===== src/rtl/btn_debounce_bank_if.sv =====
// Button bank bus: raw inputs toward the conditioner, conditioned levels and pulses back.
interface btn_debounce_bank_if #(
    parameter int N_BTN = 2
);
    logic [N_BTN-1:0] btn_i;
    logic [N_BTN-1:0] lvl_o;
    logic [N_BTN-1:0] press_o;
    logic [N_BTN-1:0] release_o;
    logic             any_press_o;

    modport master (output btn_i, input lvl_o, press_o, release_o, any_press_o);
    modport slave  (input btn_i, output lvl_o, press_o, release_o, any_press_o);
endinterface


===== src/rtl/btn_debounce_bank.sv =====
// N-channel push-button conditioner: sync, stability debounce, level and press/release pulses.
// Define AUTO_REPEAT_EN to add hold-to-repeat press pulses.
module btn_debounce_ch #(
    parameter int STABLE_CYC = 1000000,
    parameter int ACT_LOW    = 0,
    parameter int REPEAT_DLY = 50000000,
    parameter int REPEAT_PER = 10000000
) (
    input  logic sys_clk,
    input  logic sys_rst_n,
    input  logic btn,
    output logic lvl,
    output logic press,
    output logic rls,
    output logic press_nxt
);
    localparam int CW = $clog2(STABLE_CYC);

    if (STABLE_CYC < 2 || REPEAT_DLY < 1 || REPEAT_PER < 1) begin : g_bad_param
        $error("btn_debounce_ch: illegal timing parameters");
    end

    logic          b, s1, s2;
    logic [CW-1:0] cnt;
    logic          flip, rise_nxt, fall_nxt;

    assign b        = btn ^ 1'(ACT_LOW);
    assign flip     = (s2 != lvl) && (cnt == CW'(STABLE_CYC - 1));
    assign rise_nxt = flip & s2;
    assign fall_nxt = flip & ~s2;

`ifdef AUTO_REPEAT_EN
    localparam int RMAX = (REPEAT_DLY > REPEAT_PER) ? REPEAT_DLY : REPEAT_PER;
    localparam int RW   = $clog2(RMAX + 1);

    logic [RW-1:0] rc;
    logic          rep_first;
    logic          rep_fire;

    // The release edge wins over a repeat landing on the same cycle.
    assign rep_fire  = lvl && !fall_nxt &&
                       (rc == (rep_first ? RW'(REPEAT_DLY - 1) : RW'(REPEAT_PER - 1)));
    assign press_nxt = rise_nxt | rep_fire;

    always_ff @(posedge sys_clk or negedge sys_rst_n) begin
        if (!sys_rst_n) begin
            rc        <= '0;
            rep_first <= 1'b1;
        end else if (!lvl) begin
            rc        <= '0;
            rep_first <= 1'b1;
        end else if (rep_fire) begin
            rc        <= '0;
            rep_first <= 1'b0;
        end else begin
            rc <= rc + RW'(1);
        end
    end
`else
    assign press_nxt = rise_nxt;
`endif

    always_ff @(posedge sys_clk or negedge sys_rst_n) begin
        if (!sys_rst_n) begin
            s1    <= 1'b0;
            s2    <= 1'b0;
            cnt   <= '0;
            lvl   <= 1'b0;
            press <= 1'b0;
            rls   <= 1'b0;
        end else begin
            s1    <= b;
            s2    <= s1;
            press <= press_nxt;
            rls   <= fall_nxt;
            if (s2 == lvl) begin
                cnt <= '0;
            end else if (flip) begin
                cnt <= '0;
                lvl <= s2;
            end else begin
                cnt <= cnt + CW'(1);
            end
        end
    end
endmodule

module btn_debounce_bank #(
    parameter int N_BTN      = 2,
    parameter int STABLE_CYC = 1000000,
    parameter int ACT_LOW    = 0,
    parameter int REPEAT_DLY = 50000000,
    parameter int REPEAT_PER = 10000000
) (
    input  logic               sys_clk,
    input  logic               sys_rst_n,
    btn_debounce_bank_if.slave bus
);
    logic [N_BTN-1:0] lvl, press, rls, press_nxt;
    logic             any_press;

    for (genvar i = 0; i < N_BTN; i++) begin : g_ch
        btn_debounce_ch #(
            .STABLE_CYC (STABLE_CYC),
            .ACT_LOW    (ACT_LOW),
            .REPEAT_DLY (REPEAT_DLY),
            .REPEAT_PER (REPEAT_PER)
        ) u_ch (
            .sys_clk   (sys_clk),
            .sys_rst_n (sys_rst_n),
            .btn       (bus.btn_i[i]),
            .lvl       (lvl[i]),
            .press     (press[i]),
            .rls       (rls[i]),
            .press_nxt (press_nxt[i])
        );
    end

    // Reduced from the next-state pulses so it lines up with press_o.
    always_ff @(posedge sys_clk or negedge sys_rst_n) begin
        if (!sys_rst_n) any_press <= 1'b0;
        else            any_press <= |press_nxt;
    end

    assign bus.lvl_o       = lvl;
    assign bus.press_o     = press;
    assign bus.release_o   = rls;
    assign bus.any_press_o = any_press;
endmodule

===== src/flat_wrapper.sv =====
// flat-port wrapper written by rule: the top's interface ports become plain ports
module btn_debounce_bank_flat 
#(
    parameter int N_BTN      = 2,
    parameter int STABLE_CYC = 1000000,
    parameter int ACT_LOW    = 0,
    parameter int REPEAT_DLY = 50000000,
    parameter int REPEAT_PER = 10000000
)
  (sys_clk, sys_rst_n, bus_btn_i, bus_lvl_o, bus_press_o, bus_release_o, bus_any_press_o);
  btn_debounce_bank_if #(.N_BTN(N_BTN)) bus_i ();
  input  logic sys_clk;
  input  logic sys_rst_n;
  input wire logic [$bits(bus_i.btn_i)-1:0] bus_btn_i;
  output wire logic [$bits(bus_i.lvl_o)-1:0] bus_lvl_o;
  output wire logic [$bits(bus_i.press_o)-1:0] bus_press_o;
  output wire logic [$bits(bus_i.release_o)-1:0] bus_release_o;
  output wire logic [$bits(bus_i.any_press_o)-1:0] bus_any_press_o;
  assign bus_i.btn_i = bus_btn_i;
  assign bus_lvl_o = bus_i.lvl_o;
  assign bus_press_o = bus_i.press_o;
  assign bus_release_o = bus_i.release_o;
  assign bus_any_press_o = bus_i.any_press_o;
  btn_debounce_bank #(.N_BTN(N_BTN), .STABLE_CYC(STABLE_CYC), .ACT_LOW(ACT_LOW), .REPEAT_DLY(REPEAT_DLY), .REPEAT_PER(REPEAT_PER)) u_core (.sys_clk(sys_clk), .sys_rst_n(sys_rst_n), .bus(bus_i));
endmodule

===== config.mk =====
export PLATFORM = sky130hd
export DESIGN_NAME = btn_debounce_bank_flat
export DESIGN_NICKNAME = d
export VERILOG_FILES = /design/src/rtl/btn_debounce_bank_if.sv /design/src/rtl/btn_debounce_bank.sv /design/src/flat_wrapper.sv
export SDC_FILE = /design/constraint.sdc
export NUM_CORES = 1
export LEC_CHECK = 0
export BUFFER_PORTS_ARGS = -buffer_cell sky130_fd_sc_hd__clkbuf_2
export CAP_MARGIN = 20
export CORE_MARGIN = 2
export CORE_UTILIZATION = 50
export CTS_CLUSTER_SIZE = 20
export DETAILED_ROUTE_END_ITERATION = 8
export PLACE_DENSITY = 0.67
export SYNTH_ARGS = -nofsm -noshare
export SYNTH_HDL_FRONTEND = slang
export SYNTH_SLANG_ARGS = --single-unit

===== constraint.sdc =====
create_clock -name sys_clk -period 6.5 [get_ports sys_clk]
set_input_delay 0.325 -clock sys_clk [delete_from_list [all_inputs] [get_ports sys_clk]]
set_output_delay 0.325 -clock sys_clk [all_outputs]
set_load 0.05 [all_outputs]

; Yosys cells after proc, flatten, opt, wreduce, memory -nomap -nowiden
; Index checks and enable logic that the tools add are counted.
[classes]
n_addsub = 2
n_eq_ne = 6
muxes = 4
n_bitwise = 8
reduce_logical = 5
[ops]
columns = cell, count
row1 = 20-bit 2-to-1 mux, 4
row2 = 20-bit by 1-bit adder with 20-bit output (second input constant), 2
row3 = 20-bit equality test (second input constant), 2
row4 = 1-bit bitwise AND, 4
row5 = 1-bit inverter, 4
row6 = 2-bit AND reduction, 2
row7 = 1-bit equality test, 2
row8 = 1-bit logical AND, 2
row9 = 1-bit inequality test, 2
row10 = 2-bit OR reduction, 1
[totals]
register_bits = 51
in_bits = 4
out_inout_bits = 7
word_cells = 38

; Longest topological paths before layout
[logic_depth]
ltp_word = 4
ltp_mapped = 6
mapped_depth_nobuf = 5

; By module
; A second synthesis with hierarchy kept.
[unflattened]
cells_unflattened = 234
area_unflattened_um2 = 2366.0
[by_module_without_submodules]
columns = module, n_inst, cells_each, area_each_um2, seq_area_each_um2
row1 = btn_debounce_ch, 2, 116, 1167.4, 625.6
row2 = btn_debounce_bank, 1, 2, 31.3, 25.0

; Worst setup path before layout
; Ideal clock, no wire load.
[synth_timing]
path_kind = reg-to-reg
from = register u_core.g_ch[0].u_ch.cnt[6]
to = register u_core.g_ch[0].u_ch.lvl
setup_time_ps = 125
arrival_ps = 2014
required_ps = 6375
setup_slack_ps = 4361
path_stages_with_launch = 5
path_buffers = 0
synth_period_minus_slack_ps = 2139
path_cell_list = dfrtp_1 -> or4_2 -> or4_4 -> or2_4 -> mux2_4
[synth_via]
elab_chain_cells = 3
[synth_lines]
columns = item, line_no
row1 = "start, declared", btn_debounce_bank.sv:24  ; logic [CW-1:0] cnt;
row2 = "start signal, assigned", btn_debounce_bank.sv:82  ; cnt <= cnt + CW'(1);
row3 = 20-bit equality test, btn_debounce_bank.sv:28  ; assign flip = (s2 != lvl) && (cnt == CW'(STABLE_CYC - 1));
row4 = 1-bit logical AND, btn_debounce_bank.sv:28
row5 = 2-bit AND reduction (no source line), -
row6 = "end signal, assigned", btn_debounce_bank.sv:68  ; lvl <= 1'b0;
row7 = "end signal, assigned", btn_debounce_bank.sv:80  ; lvl <= s2;
row8 = "end, declared", btn_debounce_bank.sv:12  ; output logic lvl,
; Every way passes these cells.
; A chain may end at the register's enable or synchronous reset.

; Worst setup path after layout
[layout_timing]
from = register u_core.g_ch[0].u_ch.cnt[6]
to = register u_core.g_ch[0].u_ch.cnt[15]
[layout_via]
elab_chain_cells = 4
elab_cells_between_ends = 5
classes_between = add/sub: 1 / eq/ne: 1 / mux: 2 / reduce/logical: 1
[layout_lines]
columns = item, line_no
row1 = "parallel branches: the longest is 2 deep, another holds 20-bit by 1-bit adder with 20-bit output", -
row2 = 20-bit 2-to-1 mux *, btn_debounce_bank.sv:78  ; end else if (flip) begin
row3 = 20-bit 2-to-1 mux *, btn_debounce_bank.sv:76  ; if (s2 == lvl) begin
; Every way passes the cells marked *.

==> reports/results.ini <==
[grt]
track_usage_pct=17.8
grt_use_met2_pct=27.9
gr-usage-met3_pct=4.53
grt_pass1_vias=1657
use_met1_pct=24.3
antenna_found_initial=0
grt_pass1_wl_um=7510
grt_max_degree=52
overflow=0
top_usage_layer=met2

[synthesis]
synth_cell_types=39
syn_area_per_cell_um2=10.6
async_flop_share_pct=100
synth_flop_cell=dfrtp_1
yosys-top-cells-area=dfrtp_1 52%, xor2_1 7.2%, nor2_1 4.5%, nand3_1 3.5%, nand4_1 2.6%
ys_warn_count=0
synthCells=230
synth-edff-count=0
syn_nets=236
synth-seq-cells=51
yosysSeqAreaShare_pct=52.5
synth_top_cell_by_area=dfrtp_1
synth_area_um2=2430
synth_top_area_share_pct=52.5

[power_and_ir_drop]
switching_share_pct=24.0
power_mw=0.534
p_sw_mw=0.128
seq_power_share_pct=60.9
p_comb_share_pct=3.6
internal-power_mw=0.406
p_clk_share_pct=35.6
p_leak_nw=1.13
powerDensity_nw_per_um2=207
vdd_drop_max_mv=0.109

[clocking]
cts_tree=done
cts_resized=0
h-tree-depth=2
insertion_delay_ps=310
clock_path_buffers=2
cts_buffers=5
cts.sinks=51
postCtsSetupBuffers=0
clockRootBuffer=clkbuf_8
ctsHoldBuffers=0
clk_pin_slew_ps=100

[sta]
worst_slack_ps=4080
tightest_slew_ps=989
clock.fmax_mhz=414
relSlewSlack_pct=33.8
setup_viol=0
setup_tns_ps=0
fin_crit_sh_pct=37.2
rsz0062_at_grt=no
hold_violations=0
min_period_ps=2420
skew_ps=10.1
drv_slew=0

[finish]
antenna_cells=0
regArea_um2=1280
final_cell_mix=51 x dfrtp_1, 29 x nor2_1, 20 x xor2_1
multi_input_area_um2=1080
area_growth_pct=5.97
fin_nets=242
drive_above_1_share_pct=13.1
fillerInstances=417
final_common_cell=dfrtp_1

[worst_setup_path]
crit_fanout=19
cp.arrival_ps=2580
path_buf_inv=0
crit_chain=or4_2 -> or4_4 -> o21ai_2 -> nor2_1
r2r-end=u_core.g_ch[0].u_ch.cnt[15]
reg2reg_depth=4
slowest_delay_ps=670
r2r_setup_slack_ps=4080
r2r_start=u_core.g_ch[0].u_ch.cnt[6]
critPathCaptureType=register
cp-start-kind=register
crit_required_ps=6660
cp_top_family=simple AND/OR/NAND/NOR gates
critical_path.slowest_cell=or4_2
path_class=reg2reg

[floorplanning]
fp.coreArea_um2=4690
fp.dieH_um=73.7
dieArea_um2=5440
fp-row-count=25
fp.dieW_um=73.7
start_util_pct=51.8
ios=11

[placed_design]
gp_congestion=0.803
io_buffers=10
dp_slack_ps=4050
dp_hpwl_um=2830

[drt]
ant_nets=0
vias=1663
drt_pass1_iterations=4
drt_iter0_drc=112
drc=0
wl_per_cell_um=14.2
totalWireLength_um=4130
vias_per_cell=5.71

[hold_path]
holdCritPathClass=in2async

[job]
cap_violations=0

[run_status]
status=completed

[power groups by stage]
| stage | combinational (mW) | sequential (mW) | clock [mW] |
|---|---|---|---|
| after floorplan | 0.0104 | 0.330 | 0 |
| after global placement | 0.0196 | 0.331 | 0 |
| after detailed placement | 0.0197 | 0.331 | 0 |
| after CTS | 0.0199 | 0.325 | 0.197 |
| after global routing | 0.0226 | 0.326 | 0.211 |
| final | 0.0190 | 0.325 | 0.190 |
[worst max path at each step]
| stage | cells past startpoint | endpoint | startpoint |
|---|---|---|---|
| finish | 4 | u_core.g_ch[0].u_ch.cnt[15] | u_core.g_ch[0].u_ch.cnt[6] |
| global route | 4 | u_core.g_ch[0].u_ch.cnt[12] | u_core.g_ch[0].u_ch.cnt[12] |
| floorplan | 4 | u_core.g_ch[0].u_ch.lvl | u_core.g_ch[0].u_ch.cnt[6] |
| global placement | 4 | u_core.g_ch[0].u_ch.cnt[5] | u_core.g_ch[0].u_ch.cnt[6] |
| detailed placement | 4 | u_core.g_ch[0].u_ch.cnt[15] | u_core.g_ch[0].u_ch.cnt[6] |
| CTS | 4 | u_core.g_ch[0].u_ch.cnt[15] | u_core.g_ch[0].u_ch.cnt[6] |
[final cells by class]
class,instances,area share (%)
clock buffer,5,2.67
tap,54,2.62
sequential,51,49.5
timing repair buffer,11,2.23
clock inverter,3,1.07
multi-input combinational,167,41.9
[sequential cells by signal, indices dropped and copies added (netlist names)]
name	cells
u_core.g_ch.u_ch.lvl	2
u_core.g_ch.u_ch.s2	2
u_core.bus.any_press_o	1
u_core.g_ch.u_ch.rls	2
u_core.g_ch.u_ch.s1	2
u_core.g_ch.u_ch.cnt	40
u_core.g_ch.u_ch.press	2
[through the flow]
stage | hold slack, ps | cells | area [um^2] | util (%)
floorplan | 29.4 | 230 | 2430 | -
global placement | 333 | 283 | 2480 | 52.9
detailed placement | 336 | 283 | 2480 | 52.9
CTS | 103 | 291 | 2580 | 54.9
global route | 92.5 | 291 | 2580 | 54.9
finish | 112 | 291 | 2580 | 54.9
[per-layer routing]
layer | up-vias | part of all wire (%)
li1 | 835 | -
met3 | 5 | 2.1
met5 | - | 0
met4 | 0 | 1.2
met2 | 21 | 47
met1 | 802 | 50
[cell families (layout without fill, tap and decap cells)]
group | count (synthesis) | in the layout | share of synthesized area, %
muxes | 2 | 2 | 1.08
DFF | 51 | 51 | 52.5
AOI/OAI and AO/OA | 27 | 27 | 7.41
and+or+nand+nor | 110 | 110 | 25.5
xor gates and xnor gates | 26 | 26 | 9.36
buffers and inverters | 12 | 19 | 3.14
adders and majority gates | 2 | 2 | 1.03
[cell usage after synthesis (all sizes together) (2+ instances only)]
library cell and count:
clkbuf 4, nor3 2, and4 7, nand2 10, o21ai 8, nand4 10
or3 7, mux2 2, a21oi 11, nand3 17, nor3b 2, ha 2
o31ai 4, xor2 20, or4 7, and2 2, xnor2 6, nor2 29
nand2b 3, buf 8, dfrtp 51, and3 9
Note: power is estimated with default switching activity, not from simulation.
